===== src/rtl/clock_divider_prog.sv =====
// Runtime-programmable clock divider: 50%-duty toggle or single-cycle pulse output,
// with ratio/mode reloads that only take effect at period boundaries.
module clock_divider_prog #(
  parameter int                   CNT_WIDTH   = 9,
  parameter logic [CNT_WIDTH-1:0] RESET_RATIO = '0,
  parameter logic                 INIT_LEVEL  = 1'b1
) (
  input  logic                 clock,
  input  logic                 reset,
  input  logic                 enabled,
  input  logic [CNT_WIDTH-1:0] div_ratio,
  input  logic                 mode_sel,
  input  logic                 load,
  output logic                 clk_div,
  output logic                 tick,
  output logic [CNT_WIDTH-1:0] ratio_active,
  output logic                 pending
);

  logic [CNT_WIDTH-1:0] r_cnt;
  logic [CNT_WIDTH-1:0] r_ratioActive;
  logic                 r_modeActive;
  logic [CNT_WIDTH-1:0] r_pendRatio;
  logic                 r_pendMode;
  logic                 r_pending;
  logic                 r_clkDiv;
  logic                 r_tick;

  logic w_term;
  logic w_boundary;

  // A disabled cycle is treated as a boundary so queued settings are never stuck.
  always_comb begin
    w_term     = enabled && (r_cnt == r_ratioActive);
    w_boundary = w_term || !enabled;
  end

  always_ff @(posedge clock or negedge reset) begin
    if (!reset) begin
      r_cnt <= '0;
    end else if (enabled) begin
      r_cnt <= w_term ? '0 : r_cnt + CNT_WIDTH'(1);
    end else if (r_pending || load) begin
      r_cnt <= '0;
    end
  end

  // A load coinciding with a boundary bypasses the pending stage entirely.
  always_ff @(posedge clock or negedge reset) begin
    if (!reset) begin
      r_ratioActive <= RESET_RATIO;
      r_modeActive  <= 1'b0;
      r_pendRatio   <= RESET_RATIO;
      r_pendMode    <= 1'b0;
      r_pending     <= 1'b0;
    end else begin
      if (load) begin
        r_pendRatio <= div_ratio;
        r_pendMode  <= mode_sel;
      end
      if (load && w_boundary) begin
        r_ratioActive <= div_ratio;
        r_modeActive  <= mode_sel;
        r_pending     <= 1'b0;
      end else if (r_pending && w_boundary) begin
        r_ratioActive <= r_pendRatio;
        r_modeActive  <= r_pendMode;
        r_pending     <= 1'b0;
      end else if (load) begin
        r_pending <= 1'b1;
      end
    end
  end

  always_ff @(posedge clock or negedge reset) begin
    if (!reset) begin
      r_clkDiv <= INIT_LEVEL;
      r_tick   <= 1'b0;
    end else if (enabled) begin
      r_tick <= w_term;
      if (r_modeActive) begin
        r_clkDiv <= w_term;
      end else if (w_term) begin
        r_clkDiv <= ~r_clkDiv;
      end
    end else begin
      r_tick <= 1'b0;
      if (r_modeActive) begin
        r_clkDiv <= 1'b0;
      end
    end
  end

  assign clk_div      = r_clkDiv;
  assign tick         = r_tick;
  assign ratio_active = r_ratioActive;
  assign pending      = r_pending;

endmodule


===== config.mk =====
export PLATFORM = sky130hd
export DESIGN_NAME = clock_divider_prog
export DESIGN_NICKNAME = d
export VERILOG_FILES = /design/src/rtl/clock_divider_prog.sv
export SDC_FILE = /design/constraint.sdc
export NUM_CORES = 1
export LEC_CHECK = 0
export ABC_CLOCK_PERIOD_IN_PS = 1600
export BUFFER_PORTS_ARGS = -buffer_cell sky130_fd_sc_hd__buf_2
export CORE_MARGIN = 2
export CORE_UTILIZATION = 50
export DETAILED_ROUTE_END_ITERATION = 8
export HOLD_SLACK_MARGIN = 0.03
export PLACE_DENSITY = 0.75
export SYNTH_ARGS = -nofsm -noshare
export SYNTH_HDL_FRONTEND = slang
export SYNTH_SLANG_ARGS = --single-unit
export TNS_END_PERCENT = 50

===== constraint.sdc =====
create_clock -name clock -period 1.6 [get_ports clock]
set_input_delay 0.32 -clock clock [delete_from_list [all_inputs] [get_ports clock]]
set_output_delay 0.32 -clock clock [all_outputs]
set_load 0.02 [all_outputs]

# After elaboration in Yosys (flattened, before gate mapping)

Index checks and enable logic that the tools add are counted.

Output and inout port bits: 12
Register bits: 32
Bits of input ports: 14

Multiplexer cells: 15
Add/sub/neg operators: 1
Bitwise gates (word level): 1
Equal/unequal tests: 1
Reduce and logical (&&, ||, !) cells: 12

Operators by type and width:

| operator                                                       | number |
|---|---|
| 9-bit 2-to-1 mux                                               | 5 |
| 1-bit 2-to-1 mux                                               | 10 |
| 9-bit by 1-bit adder with 9-bit output (second input constant) | 1 |
| 9-bit equality test                                            | 1 |
| 2-bit nonzero test                                             | 4 |
| 1-bit logical AND                                              | 3 |
| 3-bit nonzero test                                             | 1 |
| 1-bit logical OR                                               | 2 |
| 2-bit AND reduction                                            | 1 |
| 1-bit zero test                                                | 1 |
| 1-bit inverter                                                 | 1 |

# Depth between registers and ports, before layout

Gate-level depths: netlist (run 1).

Depth in word-level cells: 6
Depth in mapped cells: 7
Depth with buffers taken out: 5

# Worst setup path after synthesis (run 1)

Ideal clock, no wire load.

Kind: register -> register
From: register r_ratioActive[6], in the netlist ratio_active[6]
To: register r_cnt[3]
Stages on the path, launching flop included: 7
Slack: -0.139 ns
Data arrival time: 1.615 ns
Cell sequence: dfrtp_1 -> xnor2_1 -> nand4_1 -> o31ai_4 -> buf_6 -> nor2_1 -> a211o_1

Longest elaborated chain between the ends: 4

Ends and longest elaborated chain:

| what                   | line | RTL |
|---|---|---|
| start, declared        | 21   | `logic [CNT_WIDTH-1:0] r_ratioActive;` |
| start signal, assigned | 62   | `r_ratioActive <= div_ratio;` |
| start signal, assigned | 66   | `r_ratioActive <= r_pendRatio;` |
| 9-bit equality test    | 34   | `w_term = enabled && (r_cnt == r_ratioActive);` |
| 1-bit logical AND      | 34   |  |
| 9-bit 2-to-1 mux       | 42   | `r_cnt <= w_term ? '0 : r_cnt + CNT_WIDTH'(1);` |
| 9-bit 2-to-1 mux       | 41   | `end else if (enabled) begin` |
| end signal, assigned   | 42   |  |
| end, declared          | 20   | `logic [CNT_WIDTH-1:0] r_cnt;` |

No other way between the ends.
A chain may end at the register's enable or synchronous reset.

# Final worst setup path (run 1)

From: register r_ratioActive[7], in the netlist ratio_active[7]
To: register r_cnt[8]

Same word-level chain as after synthesis.

==> metrics.yaml, run 1 <==
drtIter0Drc: 33
yosysSeqAreaShare: 0.498
start_kind: "flip-flop"
die_area_um2: 3690
fin_worst_skew_ps: 5.21
rsz0062_at_grt: "yes"
grt_pass1_wl_um: 6790
final_common_cell: "buf_4"
die_width_um: 60.8
area_delta_synth_final_pct: 38.3
drtPass1Iterations: 4
max_clock_freq_ghz: 0.566
p_leak_uw: 0.00104
worstPathMaxFanout: 7
slew_headroom: 0.735
min_path_type: "input pin to flip-flop"
pwr_density_cell_nw_per_um2: 940
die_y_um: 60.8
tightestPinTransition_ps: 397
core_area_um2: 3050
rows: 20
ys.flop_type: "dfrtp_1"
clockBufferDepth: 2
netlist_instances: 161
worst_ep_arrival_time_ps: 2000
antenna-diode-count: 0
dr_total_vias: 1403
nets: 237
initial_utilization: 0.528
synth_nets: 176
vias_per_cell: 5.25
cts-root-buf: "clkbuf_4"
ys_types: 31
drive_gt1_frac: 0.448
worstSetupPathType: "flip-flop to flip-flop"
grt_pass1_vias: 1473
final_cell_mix: "buf_4, buf_2, dfrtp_1"
syn_area_um2: 1610
cts_tree: "yes"
ir_drop_uv: 729
drv_cap: 0
wl_per_cell_um: 15.1
end_kind: "flip-flop"
slew_viol_final: 0
async_reset_ff_frac: 1.00
pin_count: 26
min_period_over_period: 1.10
final_cells: 267
placedCellCount: 251
yosys_warnings: 0
outcome: "complete, but fails checks"
worst_slack_ps: -167
synthTopCellsByArea: "dfrtp_1, a2bb2oi_2, o21ai_0, xnor2_1, nand2_1"
crit_required_ps: 1830
drc: 0
ys_ff_latch: 32
syn_avg_cell_area_um2: 10.0
gp_congestion: 0.838
postRouteAntennaNets: 0
fill_cells: 233
insertion_delay_ps: 340
drt-total-wl_um: 4020
finalSetupViolCount: 20
violations: "negative setup slack"
synth_top_cell_by_area: "dfrtp_1"
antenna_found_initial: 0
cts.sinks: 32
min_period_ps: 1770
fin_setup_tns_ps: -1820
dp_slack_ps: -161
hold_violations: 0
grt_use_total: 0.258
dpl.hpwl_um: 2890
grt_max_degree: 21
synth-edff-count: 0
gr-total-overflow: 0
cts_max_level: 2
path_clk_slew_ps: 100
portBuffers: 25
synth_top_cell_area_share: 0.481
cts_buffers: 5
==> final cells by class <==
cell class / instances / area, µm² / share of cell area
Tap cell: 44 / 55.1 / 0.0247
Inverter: 11 / 41.3 / 0.0185
Timing Repair Buffer: 63 / 467 / 0.209
Multi-Input combinational cell: 109 / 779 / 0.350
Clock inverter: 2 / 35.0 / 0.0157
Sequential cell: 32 / 810 / 0.363
Clock buffer: 6 / 41.3 / 0.0185
==> sequential cells by signal, indices dropped and copies added, names as in the netlist <==
name          cells
r_cnt             9
pending           1
r_pendMode        1
ratio_active      9
clk_div           1
r_modeActive      1
r_pendRatio       9
tick              1
==> timing repair <==
| action | CTS | global route |
|---|---|---|
| hold endpoints to repair | 13 | 0 |
| buffers inserted | 4 | 2 |
| pin swaps | 10 | 5 |
| hold buffers | 1 | 0 |
| gates resized for setup | 15 | 3 |
| setup endpoints to repair | 16 | 21 |
| cloned | 1 | 0 |
==> power breakdown <==
group          switching [µW]  internal (µW)
Combinational             268            276
Clock                     283            327
Sequential               53.7            886
Total                     604           1490
==> path summary, 6_finish.rpt <==
kind | start | end | slack (ps) | cells past startpoint
setup / recovery | ratio_active[7]$_DFFE_PN0P_ | r_cnt[8]$_DFFE_PN0P_ | -170 | 7
hold / removal | div_ratio[5] | r_pendRatio[5]$_DFFE_PN0P_ | 200 | 3
setup reg to reg | ratio_active[7]$_DFFE_PN0P_ | r_cnt[8]$_DFFE_PN0P_ | -170 | 7
hold reg to reg | clk_div$_DFFE_PN1P_ | clk_div$_DFFE_PN1P_ | 520 | 2
max in group asynchronous | reset | ratio_active[5]$_DFFE_PN0P_ | 720 | 3
min in group asynchronous | reset | r_cnt[5]$_DFFE_PN0P_ | 430 | 2
==> per-layer routing <==
layer,GRT usage,vias to the layer above,wire [µm]
met1,0.310,694,1730
met3,0.0746,11,131
li1,-,673,-
met4,0.0901,0,89
met5,0,-,0
met2,0.441,25,2070
==> synth_stat cells, types with 2 or more instances <==
| cell | number |
|---|---|
| nand3_1 | 11 |
| mux2_2 | 2 |
| a211o_1 | 3 |
| nand2_1 | 20 |
| a2bb2oi_2 | 8 |
| inv_1 | 10 |
| buf_6 | 2 |
| clkbuf_1 | 5 |
| nor3b_1 | 2 |
| nor3_1 | 5 |
| nand4_1 | 3 |
| o21ai_0 | 22 |
| xnor2_1 | 12 |
| nor2_1 | 9 |
| dfrtp_1 | 31 |
==> stage by stage <==
stage	area (µm²)	total power, µW	hold slack (ps)	utilization
after floorplan	1660	1230	24.4	-
after global placement	2020	1420	262	0.663
after detailed placement	2020	1450	274	0.663
after CTS	2210	2090	197	0.723
after global routing	2230	2190	191	0.730
final	2230	2090	197	0.730
==> critical path, stage by stage, from the launching register on <==
cell and delay [ps]:
dfrtp_2 440, xnor2_2 200, nand3_2 140, o31ai_4 310
buf_4 170, buf_6 120, nor2_2 30, a211o_1 250
==> cells by family after synthesis <==
kind of cell	share of synthesized area
muxes	0.0140
adders and majority gates	0.00776
xor gates and xnor gates	0.0707
and+or+nand+nor	0.156
buffers and inverters	0.0590
AOI/OAI and AO/OA	0.195
DFF	0.498
Power figures use the tool's default switching activity.
==> inputs of run 2 (changes only) <==
- ABC_AREA: not set -> 1
- CORE_UTILIZATION: 50 -> 49
- PLACE_DENSITY: 0.75 -> 0.74
- SETUP_SLACK_MARGIN: not set -> 0.3
==> run 2 against run 1 <==
Utilization down 5.7 points. Largest cell class unchanged. First-iteration DRC count is 52% higher. The flow now finishes without violations. Sequential power rose by 3.2%. Wire length is 16% lower.
==> metrics.yaml, run 2 <==
syn_area_um2: 1580  # -2.2%
start_kind: "flip-flop"
min_period_over_period: 0.949  # -0.155
min_period_ps: 1520  # -248 ps
yosysMostFrequentCell: "nand2_1"
grt_use_total: 0.194  # -0.0638
yosysSeqAreaShare: 0.509  # +0.0111
min_to: "r_pendMode$_DFFE_PN0P_"
synthTopCellsByArea: "dfrtp_1, nand2_1, inv_1, nor2_1, nor2_2"
core_area_um2: 3050  # unchanged
grt_pass1_vias: 1130  # -23%
placed_area_um2: 1790  # -12%
synth-edff-count: 0  # unchanged
grt_max_degree: 20  # -4.8%
worst_r2r_endpoint: "r_cnt[2]$_DFFE_PN0P_"
crit_start: "r_cnt[6]$_DFFE_PN0P_"
antenna_found_initial: 0  # unchanged
rsz0062_at_grt: "yes"
slew_viol_final: 0  # unchanged
netlist_instances: 193  # +20%
pin_count: 26  # unchanged
ys_ff_latch: 32  # unchanged
vias_per_cell: 4.73  # -9.9%
initial_utilization: 0.516  # -0.0115
grtUsageMet3: 0.0618  # -0.0128
tightestPinTransition_ps: 519  # +122 ps
final_cell_mix: "nand2_1, buf_2, dfrtp_1"
worstRegToRegCells: 10  # +3
outcome: "completed"
syn_avg_cell_area_um2: 8.17  # -18%
finalPower_uw: 1950  # -6.7%
grt_pass1_wl_um: 5200  # -23%
use_met2: 0.289  # -0.152
busiest_layer: "met2"
area_delta_synth_final_pct: 30.2
worstReg2RegStart: "r_cnt[6]$_DFFE_PN0P_"
synth_top_cell_area_share: 0.492  # +0.0107
ir_drop_uv: 697  # -4.3%
drtIter0Drc: 50  # +52%
drt-total-wl_um: 3380  # -16%
crit_required_ps: 1820  # about the same
fin_area_um2: 2050  # -7.9%
hold_path_depth: 3  # unchanged
worst_ep_arrival_time_ps: 1740  # -260 ps
dp_slack_ps: 72.2  # +234 ps
die_y_um: 60.7  # about the same
end_kind: "flip-flop"
cts_tree: "yes"
dpl.hpwl_um: 2150  # -26%
wl_per_cell_um: 11.9  # -21%
fin_worst_skew_ps: 6.28  # +1.07 ps
die_width_um: 60.7  # about the same
cts-root-buf: "clkbuf_4"
min_path_type: "input pin to flip-flop"
worstSetupPathType: "flip-flop to flip-flop"
grtUsageMet1: 0.265  # -0.0453
hold_violations: 0  # unchanged
regToRegSetupSlack_ps: 80  # +250 ps
die_area_um2: 3690  # -0.16%
final_cells: 283  # +6.0%
final_common_cell: "nand2_1"
synth_nets: 208  # +18%
yosys_warnings: 0  # unchanged
worst_slack_ps: 81.2  # +248 ps
ys.flop_type: "dfrtp_1"
gp_congestion: 0.771  # -7.9%
postRouteAntennaNets: 0  # unchanged
clockBufferDepth: 2  # unchanged
drive_gt1_frac: 0.347  # -0.101
insertion_delay_ps: 330  # about the same
drc: 0  # unchanged
nets: 253  # +6.8%
max_clock_freq_ghz: 0.658  # +16%
placedCellCount: 262  # +4.4%
dr_total_vias: 1340  # -4.5%
hp-start: "mode_sel"
pwr_density_cell_nw_per_um2: 952  # +1.3%
async_reset_ff_frac: 1.00  # unchanged
synth_top_cell_by_area: "dfrtp_1"
rows: 20  # unchanged
portBuffers: 25  # unchanged
p_leak_uw: 0.00105  # +1.3%
drtPass1Iterations: 4  # unchanged
path_clk_slew_ps: 100  # about the same
ys_types: 23  # -26%
cts_buffers: 5  # unchanged
drv_cap: 0  # unchanged
final_util: 0.673  # -0.0574
slew_headroom: 0.653  # -0.0817
cts.sinks: 32  # unchanged
gr-total-overflow: 0  # unchanged
antenna-diode-count: 0  # unchanged
worstPathMaxFanout: 4  # -3
finalSetupViolCount: 0  # -100%
synth_common_cells: "nand2_1, dfrtp_1, inv_1, nor2_1"
cts_max_level: 2  # unchanged
-- run 2: what timing repair did --
action | CTS | global route
endpoints found under the setup margin | 17 | 23
pin swaps | 2 | 6
cloned | 1 | 1
buffers inserted | 3 | 7
endpoints found under the hold margin | 12 | 0
gates resized for setup | 3 | 19
hold buffers | 1 | 0
-- run 2: how the worst max path moves through the flow --
stage,slack [ps],end,cells after the start
after global routing,-20,r_cnt[2]$_DFFE_PN0P_,10
after CTS,150,ratio_active[3]$_DFFE_PN0P_,12
after floorplan,190,ratio_active[6]$_DFFE_PN0P_,10
after global placement,90,ratio_active[3]$_DFFE_PN0P_,10
final,80,r_cnt[2]$_DFFE_PN0P_,10
after detailed placement,70,ratio_active[3]$_DFFE_PN0P_,10
-- run 2: power breakdown --
part	switching, µW	internal [µW]	leakage, µW
Clock	268	217	0.0000326
Combinational	296	202	0.000633
Sequential	69.8	901	0.000383
Total	634	1320	0.00105
-- run 2: area by class of cell --
cell class	count	area, µm²
fillers	258	1000
flip-flops and latches	32	812
multi-input cells	136	772
repair buffers	40	269
inverters	23	86.3
clock buffers	8	58.8
well taps	44	55.1
-- run 2: logic make-up after synthesis --
logic type	Yosys count	share of synthesized area
AOI/OAI and AO/OA	16	0.0532
xor gates and xnor gates	12	0.0667
adders and majority gates	1	0.00794
buffers and inverters	27	0.0698
DFF	32	0.509
and+or+nand+nor	105	0.294
-- run 2: metrics by stage --
| stage | setup TNS, ps | hold WS, ps |
|---|---|---|
| final | 0 | 262 |
| after global routing | -18.0 | 256 |
| after CTS | 0 | 250 |
| after detailed placement | 0 | 252 |
| after global placement | 0 | 256 |
| after floorplan | 0 | 24.4 |
-- run 2: per-layer routing --
metal  vias up  part of all wire
li1        685                 -
met1       607              0.45
met2        40              0.48
met3         8             0.054
met4         0             0.019
met5         -                 0
-- run 2: critical path, stage by stage (launching register included) --
cell	delay (ps)
dfrtp_1	440
inv_2	80
nand2_2	70
nand2_2	50
nor2_1	80
nand2_1	70
nor2_2	130
nand2_4	100
buf_4	160
a21oi_4	180
nor3_1	70
==> inputs of run 3 (changes only) <==
- SETUP_SLACK_MARGIN: 0.3 -> 0.5
==> run 3 against run 2 <==
Combinational power about the same. Via count down 1.5%. Critical path depth down 3. Cell count up 1.4%. Critical endpoint unchanged. Highest routed layer unchanged.
==> metrics.yaml, run 3 (synthesized netlist as in run 2, its figures left out) <==
max_clock_freq_ghz: 0.685  # +4.1%
rows: 20  # unchanged
grt_pass1_wl_um: 5450  # +4.9%
cts.sinks: 32  # unchanged
drt-total-wl_um: 3320  # -1.7%
die_width_um: 60.7  # unchanged
slew_headroom: 0.643  # -0.0108
pin_count: 26  # unchanged
final_common_cell: "nand2_1"
slew_viol_final: 0  # unchanged
cp_cell_sequence: "xnor2_1, nand3_1, nor2_2, nand2_2, buf_4, a21oi_4, nor3_2"
initial_utilization: 0.516  # unchanged
drive_gt1_frac: 0.383  # +0.0354
antenna-diode-count: 0  # unchanged
end_kind: "flip-flop"
cts_buffers: 5  # unchanged
finalPower_uw: 2160  # +11%
die_y_um: 60.7  # unchanged
finalSetupViolCount: 0  # unchanged
antenna_found_initial: 0  # unchanged
min_period_over_period: 0.912  # -0.0371
drtIter0Drc: 58  # +16%
area_delta_synth_final_pct: 33.3
final_cell_mix: "nand2_1, buf_2, dfrtp_1"
p_leak_uw: 0.00106  # +1.3%
dpl.hpwl_um: 2040  # -4.8%
insertion_delay_ps: 330  # about the same
drtPass1Iterations: 4  # unchanged
die_area_um2: 3690  # unchanged
start_kind: "flip-flop"
grtUsageMet3: 0.0661  # +0.00426
pwr_density_cell_nw_per_um2: 1030  # +8.1%
grt_pass1_vias: 1202  # +6.4%
fin_setup_tns_ps: 0  # unchanged
drc: 0  # unchanged
worstPathMaxFanout: 4  # unchanged
vias_per_cell: 4.60  # -2.9%
postRouteAntennaNets: 0  # unchanged
fin_area_um2: 2100  # +2.3%
gp_congestion: 0.760  # -1.5%
cts_tree: "yes"
ir_drop_uv: 654  # -6.3%
critPathSlowestCell: "dfrtp_1"
dr_total_vias: 1320  # -1.5%
grtUsageMet1: 0.277  # +0.0117
crit_required_ps: 1830  # about the same
slowest_delay_ps: 440  # about the same
grt_use_total: 0.208  # +0.0141
cts-root-buf: "clkbuf_4"
busiest_layer: "met2"
path_clk_slew_ps: 100  # about the same
min_period_ps: 1460  # -59.4 ps
tightestPinTransition_ps: 536  # +16.2 ps
drv_cap: 0  # unchanged
portBuffers: 25  # unchanged
hold_violations: 0  # unchanged
cts_max_level: 2  # unchanged
gr-total-overflow: 0  # unchanged
rsz0062_at_grt: "yes"
min_path_type: "input pin to flip-flop"
worst_ep_arrival_time_ps: 1690  # -50 ps
outcome: "completed"
nets: 257  # +1.6%
clockBufferDepth: 2  # unchanged
use_met2: 0.313  # +0.0246
grt_max_degree: 33  # +65%
core_area_um2: 3050  # unchanged
wl_per_cell_um: 11.6  # -3.1%
fin_worst_skew_ps: 5.54  # -0.742 ps
placed_area_um2: 1770  # -0.91%
worstSetupPathType: "flip-flop to flip-flop"
run 3: cell types whose count changed in the layout (fill, tap and decap cells not counted), sizes merged:
cell	change
clkbuf	-1
nand2	-1
buf	+5
bufinv	+1
run 3: where the power goes:
group | switching, µW | leakage (µW) | internal (µW)
logic | 289 | 0.000629 | 208
registers | 67.7 | 0.000382 | 901
clock network | 281 | 0.0000515 | 415
run 3: metal layers:
metal,up-vias,part of all wire
li1,684,-
met1,599,0.47
met2,27,0.46
met3,10,0.036
met4,0,0.034
met5,-,0
run 3: final cells by class:
type,instances,area (µm²)
Inverter,23,86.3
Multi-Input combinational cell,135,763
Clock inverter,1,30.0
Fill cell,254,952
Timing Repair Buffer,45,288
Tap cell,44,55.1
Clock buffer,7,65.1
Sequential cell,32,813
run 3: worst max-delay path: cells and delay by family (launching register included):
kind | cells | cell delay, ps
flops | 1 | 440
simple gates | 4 | 390
compound gates | 1 | 190
xor+xnor | 1 | 170
buf+inv | 1 | 170
run 3: worst paths after layout:
| kind | slack [ps] | start | endpoint | depth (start not counted) |
|---|---|---|---|---|
| max | 140 | r_cnt[4]$_DFFE_PN0P_ | r_cnt[2]$_DFFE_PN0P_ | 7 |
| min in group asynchronous | 530 | reset | ratio_active[6]$_DFFE_PN0P_ | 3 |
| max reg2reg | 140 | r_cnt[4]$_DFFE_PN0P_ | r_cnt[2]$_DFFE_PN0P_ | 7 |
| max in group asynchronous | 740 | reset | clk_div$_DFFE_PN1P_ | 3 |
| min | 250 | div_ratio[0] | r_pendRatio[0]$_DFFE_PN0P_ | 3 |
| min reg2reg | 500 | r_modeActive$_DFFE_PN0P_ | r_modeActive$_DFFE_PN0P_ | 2 |
run 3: timing repair:
action,4_1_cts,5_1_grt
setup buffers,14,3
setup endpoints to repair,34,34
resized for setup,8,9
endpoints found under the hold margin,31,0
hold buffers,1,0
pin swaps,5,9
gates cloned,1,0
run 3: through the flow:
stage | utilization | hold WS, ps | cells | setup WS, ps
6_report | 0.688 | 250 | 287 | 141
5_1_grt | 0.688 | 255 | 287 | 26.3
4_1_cts | 0.668 | 241 | 284 | 141
3_5_place_dp | 0.581 | 365 | 260 | 27.2
3_3_place_gp | 0.581 | 370 | 260 | 85.2
2_1_floorplan | - | 24.4 | 193 | 198
